<file path="src/rtl/shift_arbiter_pkg.sv">
// Opcode constants and decode helper shared by shift_arbiter and its shifter.
// SHIFT_ARBITER_ASR_EN enables arithmetic-right decode for OP_ASR; otherwise it passes through.
`ifndef DEFAULT_WIDTH
`define DEFAULT_WIDTH 8
`endif

package shift_arbiter_pkg;

  localparam int OP_W = 3;

  typedef enum logic [OP_W-1:0] {
    OP_LSL = 3'b000,
    OP_LSR = 3'b001,
    OP_ROL = 3'b010,
    OP_ROR = 3'b011,
    OP_ASR = 3'b100
  } op_e;

  typedef struct packed {
    logic rot;
    logic left;
`ifdef SHIFT_ARBITER_ASR_EN
    logic sign;
`endif
    logic pass;
  } shift_ctrl_t;

  // Unlisted opcodes (and OP_ASR when sign-fill is compiled out) pass a through.
  function automatic shift_ctrl_t decode_op(input logic [OP_W-1:0] op);
    shift_ctrl_t c;
    c = '0;
    case (op)
      OP_LSL: c.left = 1'b1;
      OP_LSR: c.left = 1'b0;
      OP_ROL: begin
        c.rot  = 1'b1;
        c.left = 1'b1;
      end
      OP_ROR: c.rot = 1'b1;
`ifdef SHIFT_ARBITER_ASR_EN
      OP_ASR: c.sign = 1'b1;
`endif
      default: c.pass = 1'b1;
    endcase
    return c;
  endfunction

endpackage

</file>
<file path="src/rtl/shift_arbiter_shifter.sv">
// Combinational barrel shifter: logical/rotate left/right, optional sign fill (SHIFT_ARBITER_ASR_EN).
// Zero latency; no flow control.
module shift_arbiter_shifter #(
  parameter int N = `DEFAULT_WIDTH,
  localparam int SW = $clog2(N)
) (
`ifdef SHIFT_ARBITER_ASR_EN
  input  logic          sign_i,
`endif
  input  logic [N-1:0]  a_i,
  input  logic [SW-1:0] amt_i,
  input  logic          rot_i,
  input  logic          left_i,
  output logic [N-1:0]  y_o
);

  logic [SW:0]  inv_amt;
  logic [N-1:0] rol, ror, srl, sr;

  // Shifting by N yields zero, so amt = 0 rotates cleanly without a special case.
  assign inv_amt = (SW+1)'(N) - {1'b0, amt_i};
  assign rol     = (a_i << amt_i) | (a_i >> inv_amt);
  assign ror     = (a_i >> amt_i) | (a_i << inv_amt);
  assign srl     = a_i >> amt_i;

`ifdef SHIFT_ARBITER_ASR_EN
  assign sr = (sign_i && a_i[N-1]) ? (srl | ~({N{1'b1}} >> amt_i)) : srl;
`else
  assign sr = srl;
`endif

  always_comb begin
    y_o = sr;
    if (rot_i) begin
      y_o = left_i ? rol : ror;
    end else if (left_i) begin
      y_o = a_i << amt_i;
    end
  end

endmodule

</file>
<file path="src/rtl/shift_arbiter.sv">
// Two-requester round-robin arbiter feeding one shifter into a single result register; 1-cycle latency.
// Readies drop while the result slot is full and not being drained; SHIFT_ARBITER_ASR_EN enables ASR.
module shift_arbiter
  import shift_arbiter_pkg::*;
#(
  parameter int N = `DEFAULT_WIDTH
) (
  input  logic                 clk,
  input  logic                 rst,
  input  logic                 req0_valid,
  output logic                 req0_ready,
  input  logic [N-1:0]         req0_a,
  input  logic [$clog2(N)-1:0] req0_b,
  input  logic [OP_W-1:0]      req0_op,
  input  logic                 req1_valid,
  output logic                 req1_ready,
  input  logic [N-1:0]         req1_a,
  input  logic [$clog2(N)-1:0] req1_b,
  input  logic [OP_W-1:0]      req1_op,
  output logic                 res_valid,
  input  logic                 res_ready,
  output logic [N-1:0]         res_data,
  output logic                 res_src
);

  localparam int SW = $clog2(N);

  logic         res_valid_q, res_valid_d;
  logic [N-1:0] res_data_q, res_data_d;
  logic         res_src_q, res_src_d;
  logic         ptr_q, ptr_d;

  logic          slot_free, gnt0, gnt1, xfer, sel;
  logic [N-1:0]  mux_a, shift_y;
  logic [SW-1:0] mux_b, amt;
  logic [OP_W-1:0] mux_op;
  shift_ctrl_t   ctrl;

  // Grants use only handshake state so readies never depend on operand data.
  assign slot_free  = !res_valid_q || res_ready;
  assign gnt0       = !rst && slot_free && req0_valid && (!req1_valid || !ptr_q);
  assign gnt1       = !rst && slot_free && req1_valid && (!req0_valid || ptr_q);
  assign xfer       = gnt0 || gnt1;
  assign sel        = gnt1;
  assign req0_ready = gnt0;
  assign req1_ready = gnt1;

  assign mux_a  = sel ? req1_a  : req0_a;
  assign mux_b  = sel ? req1_b  : req0_b;
  assign mux_op = sel ? req1_op : req0_op;
  assign ctrl   = decode_op(mux_op);
  assign amt    = ctrl.pass ? '0 : mux_b;

  shift_arbiter_shifter #(.N(N)) u_shifter (
`ifdef SHIFT_ARBITER_ASR_EN
    .sign_i (ctrl.sign),
`endif
    .a_i    (mux_a),
    .amt_i  (amt),
    .rot_i  (ctrl.rot),
    .left_i (ctrl.left),
    .y_o    (shift_y)
  );

  always_comb begin
    res_valid_d = res_valid_q;
    res_data_d  = res_data_q;
    res_src_d   = res_src_q;
    ptr_d       = ptr_q;
    if (xfer) begin
      res_valid_d = 1'b1;
      res_data_d  = shift_y;
      res_src_d   = sel;
      ptr_d       = !sel;
    end else if (res_ready) begin
      res_valid_d = 1'b0;
    end
  end

  always_ff @(posedge clk) begin
    if (rst) begin
      res_valid_q <= 1'b0;
      res_data_q  <= '0;
      res_src_q   <= 1'b0;
      ptr_q       <= 1'b0;
    end else begin
      res_valid_q <= res_valid_d;
      res_data_q  <= res_data_d;
      res_src_q   <= res_src_d;
      ptr_q       <= ptr_d;
    end
  end

  assign res_valid = res_valid_q;
  assign res_data  = res_data_q;
  assign res_src   = res_src_q;

endmodule

</file>
<file path="config.mk">
export PLATFORM = sky130hd
export DESIGN_NAME = shift_arbiter
export DESIGN_NICKNAME = d
export VERILOG_FILES = /design/src/rtl/shift_arbiter_pkg.sv /design/src/rtl/shift_arbiter_shifter.sv /design/src/rtl/shift_arbiter.sv
export SDC_FILE = /design/constraint.sdc
export NUM_CORES = 1
export LEC_CHECK = 0
export ABC_CLOCK_PERIOD_IN_PS = 2910
export BUFFER_PORTS_ARGS = -buffer_cell sky130_fd_sc_hd__buf_4
export CAP_MARGIN = 15
export CORE_ASPECT_RATIO = 0.75
export CORE_MARGIN = 2
export CORE_UTILIZATION = 50
export CTS_CLUSTER_DIAMETER = 80
export CTS_CLUSTER_SIZE = 40
export DETAILED_ROUTE_END_ITERATION = 7
export PLACE_DENSITY = 0.87
export SLEW_MARGIN = 10
export SYNTH_ARGS = -nofsm -noshare
export SYNTH_HDL_FRONTEND = slang
export SYNTH_SLANG_ARGS = --single-unit
</file>
<file path="constraint.sdc">
create_clock -name clk -period 2.91 [get_ports clk]
set_input_delay 0.582 -clock clk [delete_from_list [all_inputs] [get_ports clk]]
set_output_delay 0.582 -clock clk [all_outputs]
set_load 0.02 [all_outputs]
</file>
==> impl_summary.md <==
Logic synthesis
Summed over all instances, the cell type with the most area after synthesis is mux2i_1. Each instance of the synthesized netlist takes up on average 7.96 sq um. The post-synthesis cell count is 250.

The number of synthesized flops with an enable pin is 0. The synthesized-area fraction occupied by xor and xnor cells is 0.880%. The top cell type by area accounts for 23.1% of the synthesized area.

When the netlist entered floorplanning its net count stood at 284. Summing every instance area after synthesis gives 0.00199 sq mm. For this run, the number of Yosys warnings is 0.

The most used flip-flop cell after synthesis is dfxtp_1. In the post-synthesis netlist, the biggest area contributors are mux2i_1 23%, dfxtp_1 11%, a21oi_1 7.5%. In this run, distinct cell masters in the synthesized netlist total 51. The fraction of the mapped netlist area in adder cells is 0.629%. The post-synthesis register bit count is 11.

Of all flip-flops after synthesis, the portion carrying an async set or reset was 0%. Summing the areas of all compound-gate instances in the mapped netlist gives 25.3% of the synthesized area. The largest family of logic cells by synthesized area is multiplexers. Of the total synthesized cell area, the portion taken by AND, OR, NAND and NOR gates is 25.2%. The proportion of synthesized chip area in sequential cells is 11.1%.

Of the post-synthesis cell area, the part taken by muxes is 29.9%.

Global routing
The total global routing overflow is 0. Across every metal layer, demand over resource in global routing totals 27.5%. The number of antenna violations at the first check in global routing is 0. Entering global routing, the biggest net connects 27 pins. The via count of the first global-routing pass came to 2,085. The wire length of the first global-routing pass is 9990 microns.

STA
The setup TNS is 0 ns. Setup repair after global routing left no endpoint under its margin. Subtracting the final worst setup slack from the clock period gives 2.67 ns. The achievable clock frequency is 374 MHz.

At the pin with the least slew margin, the transition time is 0.528 ns. Measured against its own limit, the worst slew margin works out to 63.8%. The final max-slew violation count is 0.

The worst path uses 91.9% of the clock period. The hold violation total from the final report came to 0. Clock skew on the completed layout was measured at 0.00120 ns. Setup violations remaining at the end of the flow were counted as 0.

CTS
The number of setup buffers added after CTS is 0. The clock sink total is 11. The maximum clock path buffer count is 2. The clock root buffer master is clkbuf_8. In this run, post-CTS hold repair placed 0 buffers.

The H-tree depth is 1. TritonCTS built the clock tree. The clock latency on the worst-skew pair is 0.24 ns.

Clock-pin slew was measured on the worst setup and hold paths at 0.05 ns. The number of clock buffers added by TritonCTS is 3. The post-cts gate resize count is 0.

Worst hold path
The worst hold path belongs to the class flop to flop. The path with the worst hold slack has its endpoint at res_data[6]. The beginning of the worst hold path is res_data[6]. The number of instances on the worst hold path is 1.

Place
Routability-driven placement finished with a final weighted congestion of 0.984. The number of port buffers is 44. The cell total after placement is 344. Detailed placement finished with a half-perimeter wire length of 4770 microns.

Final layout
The number of nets at the end of the flow is 332. Relative to the synthesized area, the layout overhead comes to 23.2%. The post-route netlist has 29.3% of its cells at a drive strength greater than 1. The layout has 320 filler cells. Leaving out filler cells and counting taps, the final layout contains 349. The antenna diode count is 0.

Route
The first routing iteration left 169 violations. Dividing the detail-routed via count by the number of cells gives 6.32. Dividing the detail-routed wire length by the instance count gives 17.3 microns. The count of vias placed by the detailed router is 2,205.

The routed wire length is 6030 microns. Once detail routing completed, the nets flagged for antenna violations numbered 0. The first detailed-routing pass took 4 iterations.

The remaining routing DRC violations is 0.

Worst setup path
In this run the critical register-to-register path is captured at res_data[4]. The biggest fanout along the worst timing path is 7. The startpoint identified for the worst register-to-register timing path is ptr_q.

The critical path in this run is classified as input pin to flop. STA classifies the critical path endpoint as a flop. Data arrives at the worst endpoint at 2.81 ns. The minimum setup slack among reg-to-reg paths is 0.30 ns. Counting cells, the worst reg-to-reg path comes to 12. The critical path launch point type is an input pin. At the worst endpoint, the required time is 3.05 ns.

Job
The tool flagged a number of max-cap violations equal to 0.

Pwr
In this run switching power makes up 40.5% of total power. The share of total power in the clock network is 19.1%. Across the VDD grid, the largest voltage drop is 0.312 mV. The analysis attributes to net switching a power of 0.326 mW. The static leakage is 1.21 nW.

Sequential cells account for 22.1% of the total power. The ratio of total power to cell area is 329 mW/mm^2. Per report_power, the combinational group accounts for 58.8% of the total. The internal portion of the total power is 0.480 mW.

Floorplanning
The die is 76.9 microns wide. The overall die area is 0.00451 sq mm. After floorplanning, the core was sized to cover 0.00373 sq mm.

45 I/O pins were placed. The floorplan die height is 58.6 microns. The total number of placement rows is 19.

The starting density of the core is 53.3%.

Run status
The flow ran to the end, and the final reports show no timing, DRC or antenna violations.
[worst max path at each step]
stage | to | cells past startpoint | slack [ns] | from
2_1_floorplan | res_data[2] | 12 | 0.009 | res_ready
3_3_place_gp | res_data[3] | 13 | 0.15 | req0_valid
3_5_place_dp | res_data[4] | 13 | 0.06 | req0_valid
4_1_cts | res_data[3] | 13 | 0.30 | req0_valid
5_1_grt | res_data[4] | 13 | 0.13 | req0_valid
6_report | res_data[4] | 11 | 0.24 | res_ready
[cells by family after synthesis]
family / count (synthesis)
adder cells (fa/ha/maj): 1
multiplexers: 55
XOR/XNOR: 2
buffers and inverters: 20
flip-flops: 11
AND/OR/NAND/NOR: 89
AO/OA/AOI/OAI: 72
[final cells by class]
cell class / count / area, sq um / share of cell area [%]
multi-input cells: 219 / 1650 / 67.3
repair buffers: 60 / 460 / 18.8
flip-flops and latches: 11 / 220 / 8.98
well taps: 52 / 65.1 / 2.65
clock buffers: 4 / 45.0 / 1.84
inverters: 3 / 11.3 / 0.459
[synthesized netlist by cell type (2+ instances only)]
library cell   n
mux2i_1       46
a21oi_1       30
nand2_1       20
nor2_1        20
and3b_1       12
dfxtp_1       11
buf_2         10
nand2b_1       9
nor2b_1        9
a211oi_1       6
mux2_2         6
o21ai_0        5
nor3_1         4
a31o_2         3
and2_1         3
buf_4          3
buf_8          3
nand3_1        3
nand3b_1       3
o22ai_1        3
a2111oi_0      2
a21o_1         2
a311oi_1       2
a31oi_1        2
a32oi_1        2
inv_2          2
mux4_2         2
nor4_1         2
o31ai_1        2
xnor2_1        2
[layout by cell type (no fill, tap or decap), types with 2 or more instances in the layout]
cell | synthesis | layout
nand2_1 | 20 | 20
o21ai_0 | 5 | 5
nor3_1 | 4 | 4
and3b_1 | 12 | 12
a31oi_1 | 2 | 2
mux2i_1 | 46 | 46
nor4_1 | 2 | 2
nand2b_1 | 9 | 8
nor2_1 | 20 | 20
nand3b_1 | 3 | 3
mux2_2 | 6 | 6
dfxtp_1 | 11 | 11
a32oi_1 | 2 | 2
mux4_2 | 2 | 2
nand3_1 | 3 | 3
xnor2_1 | 2 | 2
o31ai_1 | 2 | 2
inv_2 | 2 | 2
a2111oi_0 | 2 | 2
clkbuf_8 | 0 | 3
and2_1 | 3 | 3
buf_4 | 3 | 58
a211oi_1 | 6 | 6
nor2b_1 | 9 | 9
a311oi_1 | 2 | 2
a31o_2 | 3 | 3
a21o_1 | 2 | 2
a21oi_1 | 30 | 30
o22ai_1 | 3 | 3
[metrics by stage]
stage	utilization, %	setup WS [ns]	total power [mW]	area (sq um)	hold WS [ns]
2_1_floorplan	-	0.00870	0.495	2010	0.474
3_3_place_gp	64.4	0.153	0.629	2400	0.472
3_5_place_dp	64.4	0.0616	0.644	2400	0.469
4_1_cts	65.6	0.299	0.798	2450	0.485
5_1_grt	65.7	0.127	0.857	2450	0.507
6_report	65.7	0.237	0.807	2450	0.492
[power groups by stage]
stage	Combinational (mW)	Sequential [mW]	Clock, mW
4_1_cts	0.464	0.178	0.156
5_1_grt	0.509	0.180	0.167
3_3_place_gp	0.449	0.181	0
6_report	0.474	0.178	0.154
2_1_floorplan	0.296	0.199	0
3_5_place_dp	0.463	0.181	0
[metal layers]
metal / track usage [%] / routed length (microns) / vias to the layer above
li1: - / - / 1041
met2: 46.0 / 2690 / 131
met1: 38.7 / 2710 / 1021
met5: 0 / 0 / -
met3: 4.45 / 573 / 12
met4: 3.90 / 63 / 0
[state kept, by name, indices dropped and copies added, names as in the netlist]
register / flops
res_src: 1
ptr_q: 1
res_valid: 1
res_data: 8
[critical path, stage by stage]
cell and delay, ns:
buf_4 0.11, nand2b_4 0.15, nand4_4 0.13, mux2i_4 0.28
ha_4 0.22, nand3b_1 0.09, mux2_2 0.29, a31oi_2 0.41
nor2b_1 0.18, o21ai_0 0.09, a211oi_1 0.27
Note: power is estimated with default switching activity, not from simulation.
